### config.mk
export PLATFORM = sky130hd
export DESIGN_NAME = seg_adder
export DESIGN_NICKNAME = d
export VERILOG_FILES = /design/src/rtl/seg_adder_pkg.sv /design/src/rtl/seg_adder_slice.sv /design/src/rtl/seg_adder.sv
export SDC_FILE = /design/constraint.sdc
export NUM_CORES = 1
export LEC_CHECK = 0
export ABC_AREA = 1
export BUFFER_PORTS_ARGS = -buffer_cell sky130_fd_sc_hd__buf_2
export CORE_MARGIN = 2
export CORE_UTILIZATION = 51
export DETAILED_ROUTE_END_ITERATION = 10
export PLACE_DENSITY = 0.86
export SLEW_MARGIN = 15
export SYNTH_ARGS = -nofsm -noshare
export SYNTH_HDL_FRONTEND = slang
export SYNTH_SLANG_ARGS = --single-unit
### constraint.sdc
create_clock -name clk -period 2.7 [get_ports clk]
set_input_delay 0.405 -clock clk [delete_from_list [all_inputs] [get_ports clk]]
set_output_delay 0.405 -clock clk [all_outputs]
set_load 0.01 [all_outputs]
### src/rtl/seg_adder_pkg.sv
// Shared types and sizing helpers for the segmented adder/subtractor.
package seg_adder_pkg;

  typedef enum logic [1:0] {
    ST_IDLE = 2'd0,
    ST_RUN  = 2'd1,
    ST_DONE = 2'd2
  } state_t;

  function automatic int calc_nseg(input int width, input int seg);
    return width / seg;
  endfunction

  // A single-segment adder still needs a 1-bit index register.
  function automatic int calc_idx_w(input int nseg);
    return (nseg > 1) ? $clog2(nseg) : 1;
  endfunction

endpackage

### src/rtl/seg_adder_slice.sv
// Combinational SEG-bit ripple adder; also exposes the carry into its MSB
// so the top level can derive signed overflow.
module seg_slice #(
  parameter int SEG = 4
) (
  input  logic [SEG-1:0] x,
  input  logic [SEG-1:0] y,
  input  logic           ci,
  output logic [SEG-1:0] s,
  output logic           co,
  output logic           c_msb
);

  always_comb begin
    logic carry;
    // NOTE: every output gets a default first so no path can infer a latch.
    s     = '0;
    c_msb = 1'b0;
    carry = ci;
    for (int i = 0; i < SEG; i++) begin
      if (i == SEG - 1) c_msb = carry;
      s[i]  = x[i] ^ y[i] ^ carry;
      carry = (x[i] & y[i]) | (carry & (x[i] ^ y[i]));
    end
    co = carry;
  end

endmodule

### src/rtl/seg_adder.sv
// Multi-cycle WIDTH-bit adder/subtractor: one SEG-bit segment per clock,
// carry held in a register between segments, start/busy/done handshake.
module seg_adder
  import seg_adder_pkg::*;
#(
  parameter int WIDTH = 16,
  parameter int SEG   = 4
) (
  input  logic             clk,
  input  logic             rst,
  input  logic             start,
  input  logic [WIDTH-1:0] a,
  input  logic [WIDTH-1:0] b,
  input  logic             c_in,
  input  logic             sub,
  output logic             busy,
  output logic             done,
  output logic [WIDTH-1:0] sum,
  output logic             c_out,
  output logic             ovf
);

  localparam int NSEG  = calc_nseg(WIDTH, SEG);
  localparam int IDX_W = calc_idx_w(NSEG);
  localparam logic [IDX_W-1:0] LAST_IDX = IDX_W'(NSEG - 1);

  state_t           state, state_nxt;
  logic [WIDTH-1:0] a_q, b_q, work_q, work_nxt;
  logic [WIDTH-1:0] a_shift, b_shift;
  logic             carry_q;
  logic [IDX_W-1:0] seg_idx;
  logic [SEG-1:0]   slice_s;
  logic             slice_co, slice_c_msb;
  logic             last_seg;
  int               seg_base;

  // Single shared slice; the current segment is selected by shifting.
  assign seg_base = int'(seg_idx) * SEG;
  assign a_shift  = a_q >> seg_base;
  assign b_shift  = b_q >> seg_base;
  assign last_seg = (seg_idx == LAST_IDX);

  seg_slice #(.SEG(SEG)) u_slice (
    .x     (a_shift[SEG-1:0]),
    .y     (b_shift[SEG-1:0]),
    .ci    (carry_q),
    .s     (slice_s),
    .co    (slice_co),
    .c_msb (slice_c_msb)
  );

  always_comb begin
    work_nxt                    = work_q;
    work_nxt[seg_base +: SEG]   = slice_s;
  end

  always_comb begin
    state_nxt = state;
    busy      = 1'b0;
    done      = 1'b0;
    unique case (state)
      ST_IDLE: if (start) state_nxt = ST_RUN;
      ST_RUN: begin
        busy = 1'b1;
        if (last_seg) state_nxt = ST_DONE;
      end
      ST_DONE: begin
        done      = 1'b1;
        state_nxt = ST_IDLE;
      end
      default: state_nxt = ST_IDLE;
    endcase
  end

  always_ff @(posedge clk or posedge rst) begin
    if (rst) state <= ST_IDLE;
    else     state <= state_nxt;
  end

  // NOTE: sequential state uses non-blocking assignments so every register
  // samples pre-edge values regardless of statement order.
  always_ff @(posedge clk or posedge rst) begin
    if (rst) begin
      a_q     <= '0;
      b_q     <= '0;
      work_q  <= '0;
      carry_q <= 1'b0;
      seg_idx <= '0;
      sum     <= '0;
      c_out   <= 1'b0;
      ovf     <= 1'b0;
    end else begin
      unique case (state)
        ST_IDLE: if (start) begin
          // Subtraction is a + ~b + 1: invert b here, inject the 1 as carry.
          a_q     <= a;
          b_q     <= sub ? ~b : b;
          carry_q <= sub | c_in;
          seg_idx <= '0;
          work_q  <= '0;
        end
        ST_RUN: begin
          work_q  <= work_nxt;
          carry_q <= slice_co;
          seg_idx <= seg_idx + 1'b1;
          if (last_seg) begin
            sum   <= work_nxt;
            c_out <= slice_co;
            ovf   <= slice_c_msb ^ slice_co;
          end
        end
        default: ;
      endcase
    end
  end

endmodule

# [Yosys cells after proc, flatten, opt, wreduce, memory -nomap -nowiden]
# Cells that the tools add are included.
# Widths: inputs -> output; s select.
[op_classes] eq_ne=5 bitwise_logic=23 shifts=4 reduce_logical=6 muxes=13 n_addsub=2
[ops] op="$neg 4->33" count=1
[ops] op="$shift 4x33->16 const A" count=1
[ops] op="$shiftx 4x33->16" count=1
[ops] op="$mux 16" count=2
[ops] op="$pmux 16 s2" count=1
[ops] op="$shr 16x4->4" count=2
[ops] op="$bwmux 16" count=1
[ops] op="$not 16->16" count=1
[ops] op="$xor 1x1->1" count=9
[ops] op="$and 1x1->1" count=8
[ops] op="$pmux 2 s2" count=2
[ops] op="$reduce_and 2->1" count=4
[ops] op="$mux 2" count=3
[ops] op="$or 1x1->1" count=5
[ops] op="$eq 2x2->1 const B" count=2
[ops] op="$ne 2x2->1 const B" count=2
[ops] op="$mux 1" count=3
[ops] op="$add 2x1->2 const B" count=1
[ops] op="$eq 2x1->1 const B" count=1
[ops] op="$logic_not 2->1" count=1
[ops] op="$pmux 1 s2" count=1
[ops] op="$reduce_bool 2->1" count=1
[word_totals] word_cells=62 output_inout_bits=20 ff_bits=71 in_bits=37

# [Logic depth before layout (Yosys ltp)]
# Gate-level depths: netlist of run 1.
[depth] depth_word=12 depth_mapped=17

# [Hierarchy]
# Synthesis of run 1 repeated with hierarchy kept, for this count alone.
[hier_totals] cells_unflattened=440 hier_area_um2=3535.9
[modules_own_cells] mod="seg_adder" instances=1 cells_per_inst=428 seq_area_each_um2=1776.7 area_per_inst_um2=3425.8
[modules_own_cells] mod="seg_slice" instances=1 cells_per_inst=12 seq_area_each_um2=0.0 area_per_inst_um2=110.1

# [Worst setup path before layout of run 1]
# Ideal clock, no wire load.
[synth_timing] path_type="register -> register" from="register seg_idx[0]" to="register work_q[7]" stages_incl_launch_ff=18 setup_time_ns=0.116 arrival_ns=2.775 path_slack_ns=-0.191 required_time_ns=2.584 cell_sequence="dfrtp_1 -> buf_2 -> inv_2 -> buf_2 -> nand2_1 -> nand3_1 -> nand2_1 -> fa_1 -> inv_1 -> fa_1 -> inv_1 -> fa_1 -> inv_1 -> fa_1 -> nand3_1 -> o21ai_0 -> nand2_1 -> nand2_1"
[synth_via] elab_chain_len=12 elab_cells_between_ends=24
[synth_rtl] item="start, declared" line_no="seg_adder.sv:31" text="logic [IDX_W-1:0] seg_idx;"
[synth_rtl] item="start signal, assigned" line_no="seg_adder.sv:105" text="seg_idx <= seg_idx + 1'b1;"
[synth_rtl] item="$shr 16x4->4 (on tied branches)" line_no="seg_adder.sv:39, seg_adder.sv:40"
[synth_rtl] item="$xor 1x1->1" line_no="seg_adder_slice.sv:22, seg_adder_slice.sv:23"
[synth_rtl] item="$and 1x1->1" line_no="seg_adder_slice.sv:23" text="carry = (x[i] & y[i]) | (carry & (x[i] ^ y[i]));"
[synth_rtl] item="$or 1x1->1" line_no="seg_adder_slice.sv:23"
[synth_rtl] item="$and 1x1->1" line_no="seg_adder_slice.sv:23"
[synth_rtl] item="$or 1x1->1" line_no="seg_adder_slice.sv:23"
[synth_rtl] item="$and 1x1->1" line_no="seg_adder_slice.sv:23"
[synth_rtl] item="$or 1x1->1" line_no="seg_adder_slice.sv:23"
[synth_rtl] item="$xor 1x1->1" line_no="seg_adder_slice.sv:22" text="s[i] = x[i] ^ y[i] ^ carry;"
[synth_rtl] item="$shiftx 4x33->16" line_no="seg_adder.sv:54" text="work_nxt[seg_base +: SEG] = slice_s;"
[synth_rtl] item="$bwmux 16 *" line_no="seg_adder.sv:54"
[synth_rtl] item="$pmux 16 s2 *" line_no="seg_adder.sv:93" text="unique case (state)"
[synth_rtl] item="end signal, assigned" line_no="seg_adder.sv:103" text="work_q <= work_nxt;"
[synth_rtl] item="end, declared" line_no="seg_adder.sv:28" text="logic [WIDTH-1:0] a_q, b_q, work_q, work_nxt;"
# Every way passes the cells marked *; elsewhere a longest branch is shown, timed or not.
# A chain may end at the register's enable or synchronous reset.

# [Final worst setup path of run 1]
[layout_timing] from="register seg_idx[0]" to="register work_q[15]"
# The elaborated chain is that of the path after synthesis.

==> flow_metrics.env, run 1 <==
export IMPL_critPathArrivalTime_ns=3.09
export IMPL_synth_seq_area_share_pct=49.9
export IMPL_avgSynthCellArea_um2=8.08
export IMPL_clock_path_buffers=2
export IMPL_die_height_um=87.5
export IMPL_vias=3089
export IMPL_syn_cell_area_um2=3560
export IMPL_clock_latency_ns=0.36
export IMPL_areaGrowthSynthToFinish_pct=17.9
export IMPL_cts_tree="built"
export IMPL_tightest_slew_ns=0.806
export IMPL_grt_pass1_vias=2902
export IMPL_overflow=0
export IMPL_num_rows=30
export IMPL_cp_start_kind="flop"
export IMPL_final_area_um2=4200
export IMPL_final_cell_mix="nand2_1, dfrtp_1, buf_2"
export IMPL_final_util_pct=62.1
export IMPL_endpoint="work_q[15]$_DFFE_PP0P_"
export IMPL_irDropWorstVdd_mv=0.682
export IMPL_n_antenna_cell=0
export IMPL_io_buffers=56
export IMPL_cts_root_buf="clkbuf_8"
export IMPL_slew_headroom_pct=46.2
export IMPL_grt_pass1_wl_mm=13.0
export IMPL_nets=550
export IMPL_dp_cells=566
export IMPL_reg2reg_slack_ns=-0.15
export IMPL_antenna_found_initial=0
export IMPL_finalCritPeriodShare_pct=105
export IMPL_gp_congestion=0.946
export IMPL_p_per_area_nw_per_um2=1310
export IMPL_mappedNetlistNets=487
export IMPL_wl_met3_um=521
export IMPL_hold_viol=0
export IMPL_clock_sinks=71
export IMPL_die_area_um2=7660
export IMPL_outcome="finished, violations left"
export IMPL_hold_class="input pin to asynchronous set/reset pin"
export IMPL_avgViaCountPerCell=5.25
export IMPL_synth_seq_cells=71
export IMPL_synth_distinct_cells=24
export IMPL_core_um2=6760
export IMPL_ant_nets=0
export IMPL_grtUsageTotal_pct=22.2
export IMPL_dr_pass1_iters=5
export IMPL_rr_startpoint="seg_idx[0]$_DFFE_PP0P_"
export IMPL_p_leak_nw=2.29
export IMPL_cp_required_ns=2.94
export IMPL_wl_met2_mm=4.19
export IMPL_path_class="flop to flop"
export IMPL_final_common_cell="nand2_1"
export IMPL_critPathLaunch="seg_idx[0]$_DFFE_PP0P_"
export IMPL_drtIter0Drc=205
export IMPL_fin_cells=588
export IMPL_finClkSkew_ns=0.00851
export IMPL_max_freq_mhz=351
export IMPL_endpoint_kind="flop"
export IMPL_r2r_end="work_q[15]$_DFFE_PP0P_"
export IMPL_maxCapViolCount=0
export IMPL_dpl_cell_area_um2=3870
export IMPL_synthCells=440
export IMPL_wirelength_met1_mm=3.52
export IMPL_wl_per_cell_um=14.2
export IMPL_critPathMaxFanout=6
export IMPL_cts_buffers=9
export IMPL_die_w_um=87.5
export IMPL_violations="negative setup slack"
export IMPL_wl_mm=8.37
export IMPL_pin_count=57
export IMPL_ys_warn_count=0
export IMPL_hold_buffers=0
export IMPL_min_period_ns=2.85
export IMPL_setup_viol=8
export IMPL_grt_start_max_net_pins=31
export IMPL_slew_violations=0
export IMPL_cts_max_level=3
export IMPL_layout_setup_ws_ns=-0.145
export IMPL_drc=0
export IMPL_ff2ff_path_depth=15
export IMPL_final_layout_size_suffix_gt1_share_pct=23.6
export IMPL_dr_max_layer_used="met4"
export IMPL_start_util_pct=52.6
export IMPL_clkTransAtPathRegs_ns=0.07
export IMPL_dp_hpwl_mm=5.45
export IMPL_rsz0062_at_grt="true"
-- cell type report --
type	instances	area (um^2)
multi-input combinational	324	1590
inverter	24	93.8
timing repair buffer	72	402
tap	80	100
clock buffer	13	159
fill	552	2560
timing repair inverter	1	7.51
clock inverter	3	65.1
sequential	71	1780
-- critical path, stage by stage, from the launching register on --
cell and delay, ns:
dfrtp_2 0.46, inv_4 0.10, nand2_1 0.12, nand3_2 0.13, nand2_2 0.07, fa_2 0.33
inv_2 0.07, fa_2 0.20, inv_2 0.05, fa_2 0.37, inv_2 0.07, fa_2 0.47
nand3_2 0.12, o21ai_2 0.06, nand2_1 0.06, nand2_1 0.06
-- metrics by stage --
step           TNS (ns)  power [mW]  hold WS (ns)  setup WS, ns
2_1_floorplan   -0.0976        3.62         0.442       -0.0248
3_3_place_gp          0        4.14         0.456        0.0684
3_5_place_dp    -0.0283        4.26         0.461       -0.0194
4_1_cts               0        5.25        0.0881       0.00447
5_1_grt           -2.30        5.92         0.116        -0.283
6_report          -1.02        5.51        0.0776        -0.145
-- logic make-up after synthesis --
family | after synthesis | synth area share [%]
AOI/OAI and AO/OA | 44 | 6.37
DFF | 71 | 49.9
buffers and inverters | 45 | 7.07
xor gates and xnor gates | 17 | 4.19
and+or+nand+nor | 253 | 28.1
adders and majority gates | 10 | 4.36
-- flip-flops by register name, indices dropped and copies added (netlist names) --
name     flops
a_q         16
state        2
seg_idx      2
work_q      16
c_out        1
ovf          1
carry_q      1
b_q         16
sum         16
-- where the power goes --
| group | total [mW] | internal (mW) | switching (mW) |
|---|---|---|---|
| logic | 2.74 | 1.01 | 1.73 |
| clock network | 0.961 | 0.570 | 0.391 |
| registers | 1.81 | 1.52 | 0.283 |
-- Yosys cell counts --
master | instances | share of area (%)
buf_6 | 6 | 1.9
clkbuf_2 | 1 | 0.14
nor2_4 | 1 | 0.32
a21oi_1 | 2 | 0.28
nand3_1 | 24 | 3.4
inv_1 | 20 | 2.1
nand3_2 | 1 | 0.28
o21ai_1 | 3 | 0.42
o22ai_1 | 2 | 0.35
fa_1 | 4 | 2.3
or2_2 | 1 | 0.18
ha_1 | 6 | 2.1
xor2_1 | 1 | 0.25
nor2_1 | 14 | 1.5
buf_2 | 7 | 0.98
clkinv_2 | 1 | 0.14
dfrtp_1 | 71 | 50
buf_4 | 7 | 1.5
inv_2 | 3 | 0.32
o21ai_0 | 36 | 5.1
nand2_2 | 1 | 0.18
nand2_1 | 211 | 22
xnor2_1 | 16 | 3.9
o21ai_2 | 1 | 0.25
-- worst min path at each step --
stage                     startpoint                    end  slack (ns)  cells past startpoint
3_3_place_gp                     rst   state[0]$_DFFE_PP0P_        0.46                      2
2_1_floorplan  work_q[1]$_DFFE_PP0P_  work_q[1]$_DFFE_PP0P_        0.44                      2
5_1_grt                          rst    b_q[15]$_DFFE_PP0P_        0.12                      2
4_1_cts                          rst   state[0]$_DFFE_PP0P_        0.09                      2
6_report                         rst   state[0]$_DFFE_PP0P_        0.08                      2
3_5_place_dp     sum[12]$_DFFE_PP0P_    sum[12]$_DFFE_PP0P_        0.46                      2
-- metal layers --
layer | vias up | GRT usage, %
met5 | - | 0
met4 | 0 | 8.25
met3 | 16 | 6.82
met2 | 137 | 34.5
met1 | 1451 | 29.4
li1 | 1485 | -
-- timing repair --
item	in CTS	in global routing
buffers inserted	1	3
cloned	0	2
setup endpoints to repair	4	13
pin swaps	3	11
gates resized for setup	2	19
Note: power is estimated with default switching activity, not from simulation.
==> run 2: changes to the inputs <==
--- a/config.mk
+++ b/config.mk
@@ -8,9 +8,9 @@
 export ABC_AREA = 1
 export BUFFER_PORTS_ARGS = -buffer_cell sky130_fd_sc_hd__buf_2
 export CORE_MARGIN = 2
-export CORE_UTILIZATION = 51
+export CORE_UTILIZATION = 61
 export DETAILED_ROUTE_END_ITERATION = 10
-export PLACE_DENSITY = 0.86
+export PLACE_DENSITY = 0.95
 export SLEW_MARGIN = 15
 export SYNTH_ARGS = -nofsm -noshare
 export SYNTH_HDL_FRONTEND = slang
==> constraint.sdc (replaced) <==
create_clock -name clk -period 3.4 [get_ports clk]
set_input_delay 0.51 -clock clk [delete_from_list [all_inputs] [get_ports clk]]
set_output_delay 0.51 -clock clk [all_outputs]
set_load 0.01 [all_outputs]
==> flow_metrics.env, run 2 (synthesized netlist as in run 1, its figures left out) <==
export IMPL_clock_latency_ns=0.36
export IMPL_grt_start_max_net_pins=43
export IMPL_max_stage_delay_ns=0.45
export IMPL_post_cts_setup_buffer_count=0
export IMPL_slew_violations=0
export IMPL_n_antenna_cell=0
export IMPL_die_w_um=80.4
export IMPL_die_height_um=80.4
export IMPL_areaGrowthSynthToFinish_pct=12.3
export IMPL_grt_pass1_wl_mm=13.3
export IMPL_crit_chain="inv_2, nand2_1, nand3_1, nand2_1, fa_1, inv_1, fa_1, inv_1, fa_1, inv_1, fa_1, nand3_1, o21ai_0, nand2_1, nand2_1"
export IMPL_rsz0062_at_grt="false"
export IMPL_avgViaCountPerCell=5.23
export IMPL_sw_frac_of_total_pct=44.0
export IMPL_wl_per_cell_um=13.7
export IMPL_core_um2=5570
export IMPL_fin_setup_tns_ns=0
export IMPL_cts_max_level=3
export IMPL_grtUsageTotal_pct=27.2
export IMPL_final_cell_mix="nand2_1, dfrtp_1, buf_2"
export IMPL_p_switching_mw=1.75
export IMPL_cp_required_ns=3.65
export IMPL_p_leak_nw=2.21
export IMPL_clock_sinks=71
export IMPL_vias=2961
export IMPL_start_util_pct=63.8
export IMPL_cp_start_kind="flop"
export IMPL_max_freq_mhz=325
export IMPL_overflow=0
export IMPL_ant_nets=0
export IMPL_worstPathBufferInverterCount=4
export IMPL_outcome="complete, no violations"
export IMPL_critPathMaxFanout=22
export IMPL_clkTransAtPathRegs_ns=0.07
export IMPL_finClkSkew_ns=0.00955
export IMPL_dr_pass1_iters=4
export IMPL_slowest_stage="fa_1"
export IMPL_hold_buffers=0
export IMPL_nets=537
export IMPL_clock_power_share_pct=17.2
export IMPL_final_layout_size_suffix_gt1_share_pct=17.2
export IMPL_slew_headroom_pct=42.5
export IMPL_comb_power_share_pct=46.9
export IMPL_final_common_cell="nand2_1"
export IMPL_wl_mm=7.73
export IMPL_p_per_area_nw_per_um2=994
export IMPL_pin_count=57
export IMPL_irDropWorstVdd_mv=0.497
export IMPL_num_rows=27
export IMPL_cts_resized_gates=0
export IMPL_maxCapViolCount=0
export IMPL_pwr_share_seq_pct=35.9
export IMPL_dp_hpwl_mm=5.21
export IMPL_drc=0
export IMPL_tightest_slew_ns=0.862
export IMPL_cts_tree="built"
export IMPL_drtIter0Drc=228
export IMPL_grt_pass1_vias=2973
export IMPL_antenna_found_initial=0
export IMPL_die_area_um2=6460
export IMPL_path_class="flop to flop"
export IMPL_cts_root_buf="clkbuf_8"
export IMPL_hold_viol=0
export IMPL_setup_viol=0
export IMPL_clock_path_buffers=2
export IMPL_gp_congestion=0.841
export IMPL_cp_top_family="adder cells"
export IMPL_cts_buffers=9
export IMPL_critPathArrivalTime_ns=3.32
export IMPL_min_period_ns=3.07
export IMPL_hold_class="input pin to asynchronous set/reset pin"
export IMPL_cell_internal_pwr_mw=2.22
export IMPL_io_buffers=56
export IMPL_timing_hold_ws_ns=0.323
export IMPL_finalCritPeriodShare_pct=90.4
export IMPL_endpoint_kind="flop"
-- run 2: metrics by stage --
step	worst slack (ns)	utilization, %	total power, mW	area (um^2)	cells
after floorplan	0.509	-	2.81	3560	440
after global placement	0.525	68.1	3.17	3800	551
after detailed placement	0.404	68.1	3.25	3800	551
after CTS	0.360	71.6	3.97	3990	566
after global routing	0.136	71.6	4.31	3990	566
final	0.328	71.6	3.97	3990	566
-- run 2: worst paths after layout --
path | startpoint | to | slack (ns) | depth (start not counted)
worst max register to register | seg_idx[0]$_DFFE_PP0P_ | sum[7]$_DFFE_PP0P_ | 0.33 | 15
worst min-delay path | rst | state[1]$_DFFE_PP0P_ | 0.32 | 2
min in group clk | a[10] | a_q[10]$_DFFE_PP0P_ | 0.34 | 3
worst max-delay path | seg_idx[0]$_DFFE_PP0P_ | sum[7]$_DFFE_PP0P_ | 0.33 | 15
max in group asynchronous | rst | a_q[15]$_DFFE_PP0P_ | 2.18 | 3
worst min register to register | sum[10]$_DFFE_PP0P_ | sum[10]$_DFFE_PP0P_ | 0.48 | 2
-- run 2: power groups by stage --
stage | registers, mW | clock network (mW) | logic (mW)
4_1_cts | 1.42 | 0.687 | 1.86
3_5_place_dp | 1.43 | 0 | 1.83
3_3_place_gp | 1.41 | 0 | 1.76
5_1_grt | 1.46 | 0.723 | 2.13
2_1_floorplan | 1.42 | 0 | 1.39
6_report | 1.42 | 0.684 | 1.86
-- run 2: layer usage --
layer	share of wire, %	track usage, %	vias up
met1	42	34.2	1389
li1	-	-	1456
met2	50	45.0	98
met5	0	0	-
met3	5.2	4.61	18
met4	2.2	14.2	0
-- run 2: cell type report --
cell class              instances  area (um^2)
fillers                       447         1580
inverters                      24         91.3
repair buffers                 60          310
well taps                      72         90.1
flip-flops and latches         71         1780
clock buffers                  11          151
clock inverters                 4         45.0
multi-input cells             324         1530
